File: src/rtl/button_event_detect.sv
`default_nettype none
// ============================================================================
// Module      : button_event_detect
// Description : N-channel button front end: synchroniser, tick-sampled
//               debounce, press/release/long-press single-cycle event pulses.
// Revision    : 1.0 - initial release
// ============================================================================
module button_event_detect #(
    parameter int              N_CH        = 4,
    parameter int              TICK_DIV    = 50_000,
    parameter int              DEB_SAMPLES = 4,
    parameter int              HOLD_TICKS  = 1000,
    parameter logic [N_CH-1:0] ACTIVE_LOW  = '0
) (
    input  logic            clk,
    input  logic            rst,
    input  logic [N_CH-1:0] btn_in,
    output logic [N_CH-1:0] btn_level,
    output logic [N_CH-1:0] press_pulse,
    output logic [N_CH-1:0] release_pulse,
    output logic [N_CH-1:0] long_pulse
);

    localparam int TICK_W = (TICK_DIV > 1) ? $clog2(TICK_DIV) : 1;
    localparam int DEB_W  = (DEB_SAMPLES > 1) ? $clog2(DEB_SAMPLES) : 1;
    localparam int HOLD_W = $clog2(HOLD_TICKS + 1);

    localparam logic [TICK_W-1:0] C_TICK_LAST = TICK_W'(TICK_DIV - 1);
    localparam logic [DEB_W-1:0]  C_DEB_LAST  = DEB_W'(DEB_SAMPLES - 1);
    localparam logic [HOLD_W-1:0] C_HOLD_MAX  = HOLD_W'(HOLD_TICKS);

    logic [TICK_W-1:0] tick_cnt_q, tick_cnt_d;
    logic              tick;

    logic [N_CH-1:0]   pol;
    logic [N_CH-1:0]   sync1_q, sync2_q;
    logic [N_CH-1:0]   level_q, level_d;
    logic [N_CH-1:0]   press_q, press_d;
    logic [N_CH-1:0]   release_q, release_d;
    logic [N_CH-1:0]   long_q, long_d;
    logic [N_CH-1:0]   flip;
    logic [DEB_W-1:0]  deb_cnt_q  [N_CH];
    logic [DEB_W-1:0]  deb_cnt_d  [N_CH];
    logic [HOLD_W-1:0] hold_cnt_q [N_CH];
    logic [HOLD_W-1:0] hold_cnt_d [N_CH];

    assign pol  = btn_in ^ ACTIVE_LOW;
    assign tick = (tick_cnt_q == C_TICK_LAST);

    always_comb begin
        tick_cnt_d = tick ? '0 : tick_cnt_q + TICK_W'(1);
        level_d    = level_q;
        press_d    = '0;
        release_d  = '0;
        long_d     = '0;
        flip       = '0;
        for (int i = 0; i < N_CH; i++) begin
            deb_cnt_d[i]  = deb_cnt_q[i];
            hold_cnt_d[i] = hold_cnt_q[i];

            if (tick) begin
                if (sync2_q[i] == level_q[i]) begin
                    deb_cnt_d[i] = '0;
                end else if (deb_cnt_q[i] == C_DEB_LAST) begin
                    flip[i]      = 1'b1;
                    deb_cnt_d[i] = '0;
                end else begin
                    deb_cnt_d[i] = deb_cnt_q[i] + DEB_W'(1);
                end
            end

            if (flip[i]) begin
                level_d[i]   = ~level_q[i];
                press_d[i]   = ~level_q[i];
                release_d[i] = level_q[i];
            end

            // A release on the completing tick wins over the long-press event.
            if (!level_q[i] || flip[i]) begin
                hold_cnt_d[i] = '0;
            end else if (tick && (hold_cnt_q[i] < C_HOLD_MAX)) begin
                hold_cnt_d[i] = hold_cnt_q[i] + HOLD_W'(1);
                long_d[i]     = (hold_cnt_d[i] == C_HOLD_MAX);
            end
        end
    end

    always_ff @(posedge clk or posedge rst) begin
        if (rst) begin
            tick_cnt_q <= '0;
            sync1_q    <= '0;
            sync2_q    <= '0;
            level_q    <= '0;
            press_q    <= '0;
            release_q  <= '0;
            long_q     <= '0;
            for (int i = 0; i < N_CH; i++) begin
                deb_cnt_q[i]  <= '0;
                hold_cnt_q[i] <= '0;
            end
        end else begin
            tick_cnt_q <= tick_cnt_d;
            sync1_q    <= pol;
            sync2_q    <= sync1_q;
            level_q    <= level_d;
            press_q    <= press_d;
            release_q  <= release_d;
            long_q     <= long_d;
            for (int i = 0; i < N_CH; i++) begin
                deb_cnt_q[i]  <= deb_cnt_d[i];
                hold_cnt_q[i] <= hold_cnt_d[i];
            end
        end
    end

    assign btn_level     = level_q;
    assign press_pulse   = press_q;
    assign release_pulse = release_q;
    assign long_pulse    = long_q;

endmodule
`default_nettype wire

File: config.mk
export PLATFORM = sky130hd
export DESIGN_NAME = button_event_detect
export DESIGN_NICKNAME = d
export VERILOG_FILES = /design/src/rtl/button_event_detect.sv
export SDC_FILE = /design/constraint.sdc
export NUM_CORES = 1
export LEC_CHECK = 0
export ABC_CLOCK_PERIOD_IN_PS = 4000
export CAP_MARGIN = 5
export CORE_MARGIN = 2
export CORE_UTILIZATION = 55
export CTS_CLUSTER_DIAMETER = 100
export DETAILED_ROUTE_END_ITERATION = 8
export PLACE_DENSITY_LB_ADDON = 0.1
export SLEW_MARGIN = 0
export SYNTH_ARGS = -nofsm -noshare
export SYNTH_HDL_FRONTEND = slang
export SYNTH_SLANG_ARGS = --single-unit
File: constraint.sdc
create_clock -name clk -period 4 [get_ports clk]
set_input_delay 0.6 -clock clk [delete_from_list [all_inputs] [get_ports clk]]
set_output_delay 0.6 -clock clk [all_outputs]
set_load 0.01 [all_outputs]
After elaboration in Yosys (flattened, before gate mapping)
Cells that the tools add are included.

Add/subtract/negate cells: 9. $mul: 0. Div/mod/pow operators: 0. Order comparisons: 4. Equal/unequal tests: 13. Shift-type cells: 0. Muxes and demuxes: 45. Bitwise logic cells: 4. Reductions and logical operators: 16.

Operator list (number): $mux W10 (8); $add A10 B1 Y10 const B (4); $eq A10 B10 Y1 const B (4); $lt A10 B10 Y1 const B (4); $mux W1 (28); $add A16 B1 Y16 const B (1); $eq A16 B16 Y1 const B (1); $mux W16 (1); $mux W2 (8); $add A2 B1 Y2 const B (4); $eq A2 B2 Y1 const B (4); $reduce_bool A2 Y1 (4); $eq A1 B1 Y1 (4); $logic_and A1 B1 Y1 (4); $logic_not A1 Y1 (4); $logic_or A1 B1 Y1 (4); $not A1 Y1 (4).

Flip-flop bits (word level): 88. Bits in latches: 0. RAM bits: 0. Memory bits (read-only): 0. Logic and storage cells: 109. Memories: 0.

Logic depth before layout (Yosys ltp)
Gate-level depths: netlist of run 1.

Word-level depth: 6. Depth in mapped cells: 8. Depth with buffers taken out: 6.

Worst setup path before layout of run 1
No wires, ideal clock.

Kind: reg-to-reg. Start point: reg hold_cnt_q[10] in the netlist's numbering. End point: reg long_q[2], in the netlist long_pulse[2]. Arrival time: 1644 ps. Data required time: 3899 ps. Setup slack: 2255 ps. Stages on the path, launching flop included: 7. Buffers on the path: 0. Cell sequence: dfrtp_1 > ha_1 > or4b_1 > o41a_1 > o31ai_1 > nand4_1 > nor4_1.

Longest elaborated chain between the ends: 4. Elaborated cells on any way between the ends: 6. Classes of those cells: add/sub: 1; order compare: 1; eq/ne: 1; mux: 2; reduce/logical: 1.

RTL lines: start: declaration (RTL line 44) `logic [HOLD_W-1:0] hold_cnt_q [N_CH];`; start signal: indexed assignment (RTL line 111) `hold_cnt_q[i] <= hold_cnt_d[i];`; $add A10 B1 Y10 or $lt A10 B10 Y1 (tied branches) (RTL line 82, 81); $eq A10 B10 Y1 or $logic_and A1 B1 Y1 (tied branches) (RTL line 83, 81); $mux W1 * (RTL line 81) `end else if (tick && (hold_cnt_q[i] < C_HOLD_MAX)) begin`; $mux W1 * (RTL line 79) `if (!level_q[i] || flip[i]) begin`; named net long_d[2] (RTL line 40) `logic [N_CH-1:0] long_q, long_d;`; end signal: assignment (RTL line 108) `long_q <= long_d;`; end: declaration (RTL line 40).

The timed path passes the listed nets; every way through them passes the cells marked *. A chain may end at the register's enable or synchronous reset.

Worst setup path after layout of run 1
Start point: reg tick_cnt_q[0]. End point: reg long_q[2], in the netlist long_pulse[2].

Longest elaborated chain between the ends: 4. Elaborated cells on any way between the ends: 6. Classes of those cells: eq/ne: 1; mux: 3; reduce/logical: 2.

RTL lines: start: declaration (RTL line 32) `logic [TICK_W-1:0] tick_cnt_q, tick_cnt_d;`; start signal: assignment (RTL line 102) `tick_cnt_q <= tick_cnt_d;`; $eq A16 B16 Y1 * (RTL line 48) `assign tick = (tick_cnt_q == C_TICK_LAST);`; $logic_and A1 B1 Y1 or $mux W1 (tied branches) (RTL line 81, 61); $mux W1 or $logic_or A1 B1 Y1 (tied branches) (RTL line 81, 79); $mux W1 * (RTL line 79); named net long_d[2] (RTL line 40).

Marked as above.

==> results_dict.tcl, run 1 <==
set metrics [dict create \
    rows 33 \
    fp.dieH_um 94.54 \
    timing.rr.start "tick_cnt_q[0]" \
    clkSinkCount 88 \
    drt_iter0_markers 162 \
    clk_pin_slew_ns 0.09 \
    use_met1 0.2812 \
    yosysUniqueCellTypes 51 \
    antenna-diode-count 0 \
    area_delta_synth_final_pct 10.74 \
    holdWs_ns 0.3462 \
    max_slew_margin 0.3495 \
    grt_max_degree 51 \
    power.density_nw_per_um2 306.1 \
    drc 0 \
    yosys.area_share.simple 0.2645 \
    track_usage 0.2032 \
    path_buf_inv 0 \
    clk_latency_ns 0.35 \
    grt_setup_unrepaired "false" \
    syn_avg_cell_area_sq_um 9.758 \
    worst_ep_required_time_ns 4.21 \
    setup_viol 0 \
    core-area_sq_um 8093 \
    routabilityCongestion 0.8350 \
    synth_edf_count 0 \
    critPathKind "reg2reg" \
    critPathMaxStageDelay_ns 0.71 \
    synth_seq_cells 88 \
    ys.flop_type "dfrtp_1" \
    slew_violations 0 \
    grt-ovfl-total 0 \
    cp.arrival_ns 2.90 \
    synthesis.area_sq_um 4508 \
    async_flop_share 1.000 \
    grt_pass1_vias 3189 \
    worst_pin_slew_ns 0.9683 \
    worstPathCellList "ha_1 > nand3_1 > and4b_1 > nand2_1 > o21ai_1 > nor4_1" \
    synth_mux_area_frac 0.009992 \
    drive_gt1_frac 0.07231 \
    synth.net_count 481 \
    viasPerCell 5.620 \
    ctsHoldBuffers 0 \
    wl_per_cell_um 14.10 \
    fp.dieW_um 94.54 \
    ir_drop_uv 207.7 \
    cts_max_level 3 \
    ff2ff_setup_slack_ns 1.31 \
    cts_buffers 9 \
    yosysWarnings 0 \
    skew_ns 0.01394 \
    io_pins 22 \
    hold_start "sync1_q[0]" \
    cp_slowest_cell "and4b_1" \
    synthAdderAreaFrac 0.03608 \
    cts_root_buf "clkbuf_8" \
    postLayoutCellArea_sq_um 4992 \
    dr.pass1.iters 4 \
    maxCapViolCount 0 \
    hold_viol 0 \
    synth_compound_area_frac 0.07188 \
    leakagePower_nw 1.979 \
    period_share 0.6726 \
    crit_family "simple AND/OR/NAND/NOR gates" \
    hold_path_class "reg2reg" \
    synth_cells 462 \
    startpoint "tick_cnt_q[0]" \
    clock_path_buffers 2 \
    die_area_sq_um 8937 \
    synth-seq-area-share 0.4885 \
    nets 498 \
    fin_tns_setup_ns 0 \
    postCtsSetupBuffers 0 \
    antenna_found_initial 0 \
    outcome "finished clean" \
    fmax_mhz 371.7 \
    dp_hpwl_mm 5.645 \
    dpl_cell_area_sq_um 4796 \
    grt.met3_usage 0.03512 \
    start_kind "flop" \
    start_util 0.5571 \
    grtUsageMet2 0.3185 \
    cts_tree "done" \
    grt_pass1_wl_mm 14.50 \
    cts_resized 0 \
    synth_top_family_by_area "simple AND/OR/NAND/NOR gates" \
    synth-xor-area-share 0.1010 \
    setup.worst_path.end_class "flop" \
    final_util 0.6169 \
    globalRoute.busiestLayer "met2" \
    via_count 3310 \
    routed_wl_mm 8.306 \
    period_minus_slack_ns 2.691 \
    ant_nets 0 \
    portBuffers 21 \
    cp_max_fo 17 \
]
==> synthesized netlist by cell type (4+ instances only) <==
library cell,instances,area [sq um]
a21oi_1,16,80.08
and2_1,6,37.54
buf_2,5,25.02
clkbuf_1,13,48.80
dfrtp_1,88,2202
ha_1,13,162.7
inv_1,11,41.29
mux2_2,4,45.04
nand2_1,44,165.2
nand3_1,20,100.1
nand4_1,17,106.4
nor2_1,60,225.2
nor3_1,23,115.1
nor3b_1,11,82.58
nor4_1,9,56.30
nor4_2,4,50.05
o21ai_0,18,90.09
xnor2_1,41,359.1
xor2_1,11,96.34
==> worst paths after layout <==
path                               endpoint  cells past startpoint
min in group asynchronous  release_pulse[0]                      2
max reg2reg                   long_pulse[2]                      6
max                           long_pulse[2]                      6
max in group asynchronous    tick_cnt_q[12]                      3
min reg2reg                      sync2_q[0]                      0
min                              sync2_q[0]                      0
==> layer usage <==
layer / up-vias / share of wire
li1: 1638 / -
met1: 1608 / 0.48
met2: 53 / 0.47
met3: 11 / 0.031
met4: 0 / 0.015
met5: - / 0
==> cell type report <==
type | count | area, sq um
clock buffer | 10 | 137.6
clock inverter | 6 | 58.81
fill | 718 | 3100
inverter | 11 | 42.54
multi-input combinational | 344 | 2180
sequential | 88 | 2202
tap | 105 | 131.4
timing repair buffer | 25 | 240.2
==> registers in the layout, summed over array words and instances, names as in the netlist <==
register and count:
hold_cnt_q 40, tick_cnt_q 16, deb_cnt_q 8, btn_level 4, long_pulse 4, press_pulse 4
release_pulse 4, sync1_q 4, sync2_q 4
==> where the power goes <==
part | switching, mW | total [mW] | internal, mW
clock | 0.304 | 0.606 | 0.302
combinational | 0.0184 | 0.0258 | 0.00742
sequential | 0.00350 | 0.896 | 0.893
total | 0.325 | 1.53 | 1.20
==> stage by stage <==
step,total power [mW],worst slack [ns],std cells
after floorplan,0.9288,1.121,462
after global placement,0.9413,1.374,573
after detailed placement,0.9417,1.323,573
after CTS,1.550,1.295,589
after global routing,1.596,1.036,589
final,1.528,1.309,589
==> placed cells by master, fill, tap and decap left out, types with 3 or more instances in the layout <==
master / n
a21oi_1: 16
and2_1: 6
and4_1: 3
buf_4: 4
clkbuf_8: 10
clkdlybuf4s50_1: 21
clkinv_2: 5
dfrtp_1: 88
ha_1: 13
inv_1: 10
mux2_2: 4
nand2_1: 44
nand2b_1: 3
nand3_1: 20
nand4_1: 17
nor2_1: 60
nor2b_1: 3
nor3_1: 23
nor3b_1: 11
nor4_1: 9
nor4_2: 4
o21ai_0: 18
o21ai_1: 3
xnor2_1: 41
xor2_1: 11
==> cell families after synthesis <==
logic type                 after synthesis
buffers and inverters                   30
muxes                                    4
AOI/OAI and AO/OA                       54
adders and majority gates               13
xor gates and xnor gates                52
and+or+nand+nor                        221
DFF                                     88
(Power assumes the default switching activity.)
==> run 2: changes to the inputs <==
Settings changed: ABC_CLOCK_PERIOD_IN_PS 4000 to 2650.
Clock period 4 ns to 2.65 ns, I/O delays scaled along.
==> run 2 against run 1 <==
Against the previous run:
- largest power group unchanged
- die area did not move
- combinational power is 66% higher
- clock skew decreased by 0.0051 ns
==> results_dict.tcl, run 2 (synthesized netlist as in run 1, its figures left out) <==
set metrics [dict create \
    worst_pin_slew_ns 0.6800 \
    routabilityCongestion 0.8108 \
    dr.pass1.iters 4 \
    internal-power_mw 1.696 \
    postLayoutCellArea_sq_um 5026 \
    cts_max_level 3 \
    top_regs "hold_cnt_q (40), tick_cnt_q (16), deb_cnt_q (8)" \
    slew_violations 0 \
    area_delta_synth_final_pct 11.49 \
    start_util 0.5571 \
    skew_ns 0.008824 \
    core-area_sq_um 8093 \
    ant_nets 0 \
    layout_common_cells "dfrtp_1, nor2_1, nand2_1, xnor2_1, nor3_1" \
    swShare 0.2183 \
    maxCapViolCount 0 \
    cts_tree "done" \
    grt_pass1_vias 3299 \
    dr_wl_met3_um 330 \
    track_usage 0.2177 \
    layout_commonest_cell "dfrtp_1" \
    critPathKind "reg2reg" \
    ff_latch_area_sq_um 2202 \
    worst_ep_required_time_ns 2.89 \
    cts_resized 0 \
    grt_pass1_wl_mm 15.21 \
    cp_max_fo 11 \
    grt_setup_unrepaired "false" \
    cp.arrival_ns 2.30 \
    clk_latency_ns 0.35 \
    hold_path_class "reg2reg" \
    power_frac_clock 0.357 \
    grt-ovfl-total 0 \
    largest_register_ffs 40 \
    top_layer "met4" \
    setup_ws_ns 0.5868 \
    portBuffers 21 \
    p_switching_uw 473.6 \
    period_share 0.7786 \
    p_seq_frac 0.623 \
    antenna_found_initial 0 \
    drive_gt1_frac 0.07943 \
    start_kind "flop" \
    cts_buffers 9 \
    drt_iter0_markers 103 \
    clk_pin_slew_ns 0.08 \
    routed_wl_mm 8.491 \
    cts_root_buf "clkbuf_8" \
    leakagePower_nw 1.985 \
    combinationalPowerShare 0.020 \
    wl_per_cell_um 14.25 \
    nets 506 \
    via_count 3359 \
    grt_max_degree 42 \
    fillers 699 \
    viasPerCell 5.636 \
    outcome "finished clean" \
    period_minus_slack_ns 2.063 \
    fp.dieH_um 94.54 \
    multi_input_area_sq_um 2180 \
    ctsHoldBuffers 0 \
    regMostFlops "hold_cnt_q" \
    io_pins 22 \
    max_slew_margin 0.5450 \
    dpl_cell_area_sq_um 4871 \
    clock_path_buffers 2 \
    dp_hpwl_mm 5.988 \
    hold_viol 0 \
    die_area_sq_um 8937 \
    drc 0 \
    post-place-ws_ns 0.5679 \
    fmax_mhz 484.7 \
    holdWs_ns 0.3551 \
    fp.dieW_um 94.54 \
    fin_tns_setup_ns 0 \
    dpl.cell_count 581 \
    setup.worst_path.end_class "flop" \
    ir_drop_uv 330.7 \
    power.density_nw_per_um2 431.6 \
    wl_met2_mm 4.003 \
    antenna-diode-count 0 \
    met1Wirelength_mm 4.031 \
    setup_viol 0 \
    rows 33 \
    postCtsSetupBuffers 0 \
    clkSinkCount 88 \
    fin_cells 596 \
]
==> run 2: cell count changes in the layout (fill, tap and decap cells not counted) <==
cell	previous run	this run
clkinv_4	1	0
bufinv_16	1	0
clkbuf_8	10	9
clkbuf_1	0	3
clkinv_2	5	1
clkinvlp_4	0	3
buf_12	0	1
buf_4	4	11
==> run 2: stage by stage <==
| stage | total power [mW] | util |
|---|---|---|
| 2_1_floorplan | 1.402 | - |
| 3_3_place_gp | 1.423 | 0.6019 |
| 3_5_place_dp | 1.425 | 0.6019 |
| 4_1_cts | 2.205 | 0.6211 |
| 5_1_grt | 2.265 | 0.6211 |
| 6_report | 2.169 | 0.6211 |
==> run 2: critical path, stage by stage (launching register included) <==
cell     delay, ns
dfrtp_1       0.37
ha_1          0.24
nand3_1       0.15
and4b_1       0.58
nand2_1       0.19
o21ai_1       0.15
buf_4         0.19
nor4_1        0.08
==> run 2: path summary, 6_finish.rpt <==
check | from | end | slack [ns] | cells after the start
max in group asynchronous | rst | hold_cnt_q[16] | 1.51 | 3
max | tick_cnt_q[0] | long_pulse[2] | 0.59 | 7
min in group asynchronous | rst | sync1_q[1] | 0.46 | 2
min | sync1_q[1] | sync2_q[1] | 0.36 | 0
max reg2reg | tick_cnt_q[0] | long_pulse[2] | 0.59 | 7
min reg2reg | sync1_q[1] | sync2_q[1] | 0.36 | 0
==> run 2: layout make-up <==
class / count / area share
sequential: 88 / 0.4381
multi-input combinational: 344 / 0.4337
timing repair buffer: 33 / 0.06224
clock buffer: 12 / 0.02689
tap: 105 / 0.02614
inverter: 11 / 0.008962
clock inverter: 3 / 0.003983
==> run 2: power by group through the flow <==
stage / Clock, mW / Combinational, mW / Sequential [mW]
after floorplan: 0 / 0.0241 / 1.38
after global placement: 0 / 0.0439 / 1.38
after detailed placement: 0 / 0.0453 / 1.38
after CTS: 0.807 / 0.0455 / 1.35
after global routing: 0.860 / 0.0506 / 1.35
final: 0.774 / 0.0427 / 1.35
==> run 2: per-layer routing <==
| metal | vias up | global-route usage |
|---|---|---|
| met4 | 0 | 0.07971 |
| met5 | - | 0 |
| met1 | 1617 | 0.2900 |
| met2 | 61 | 0.3542 |
| li1 | 1668 | - |
| met3 | 13 | 0.04549 |
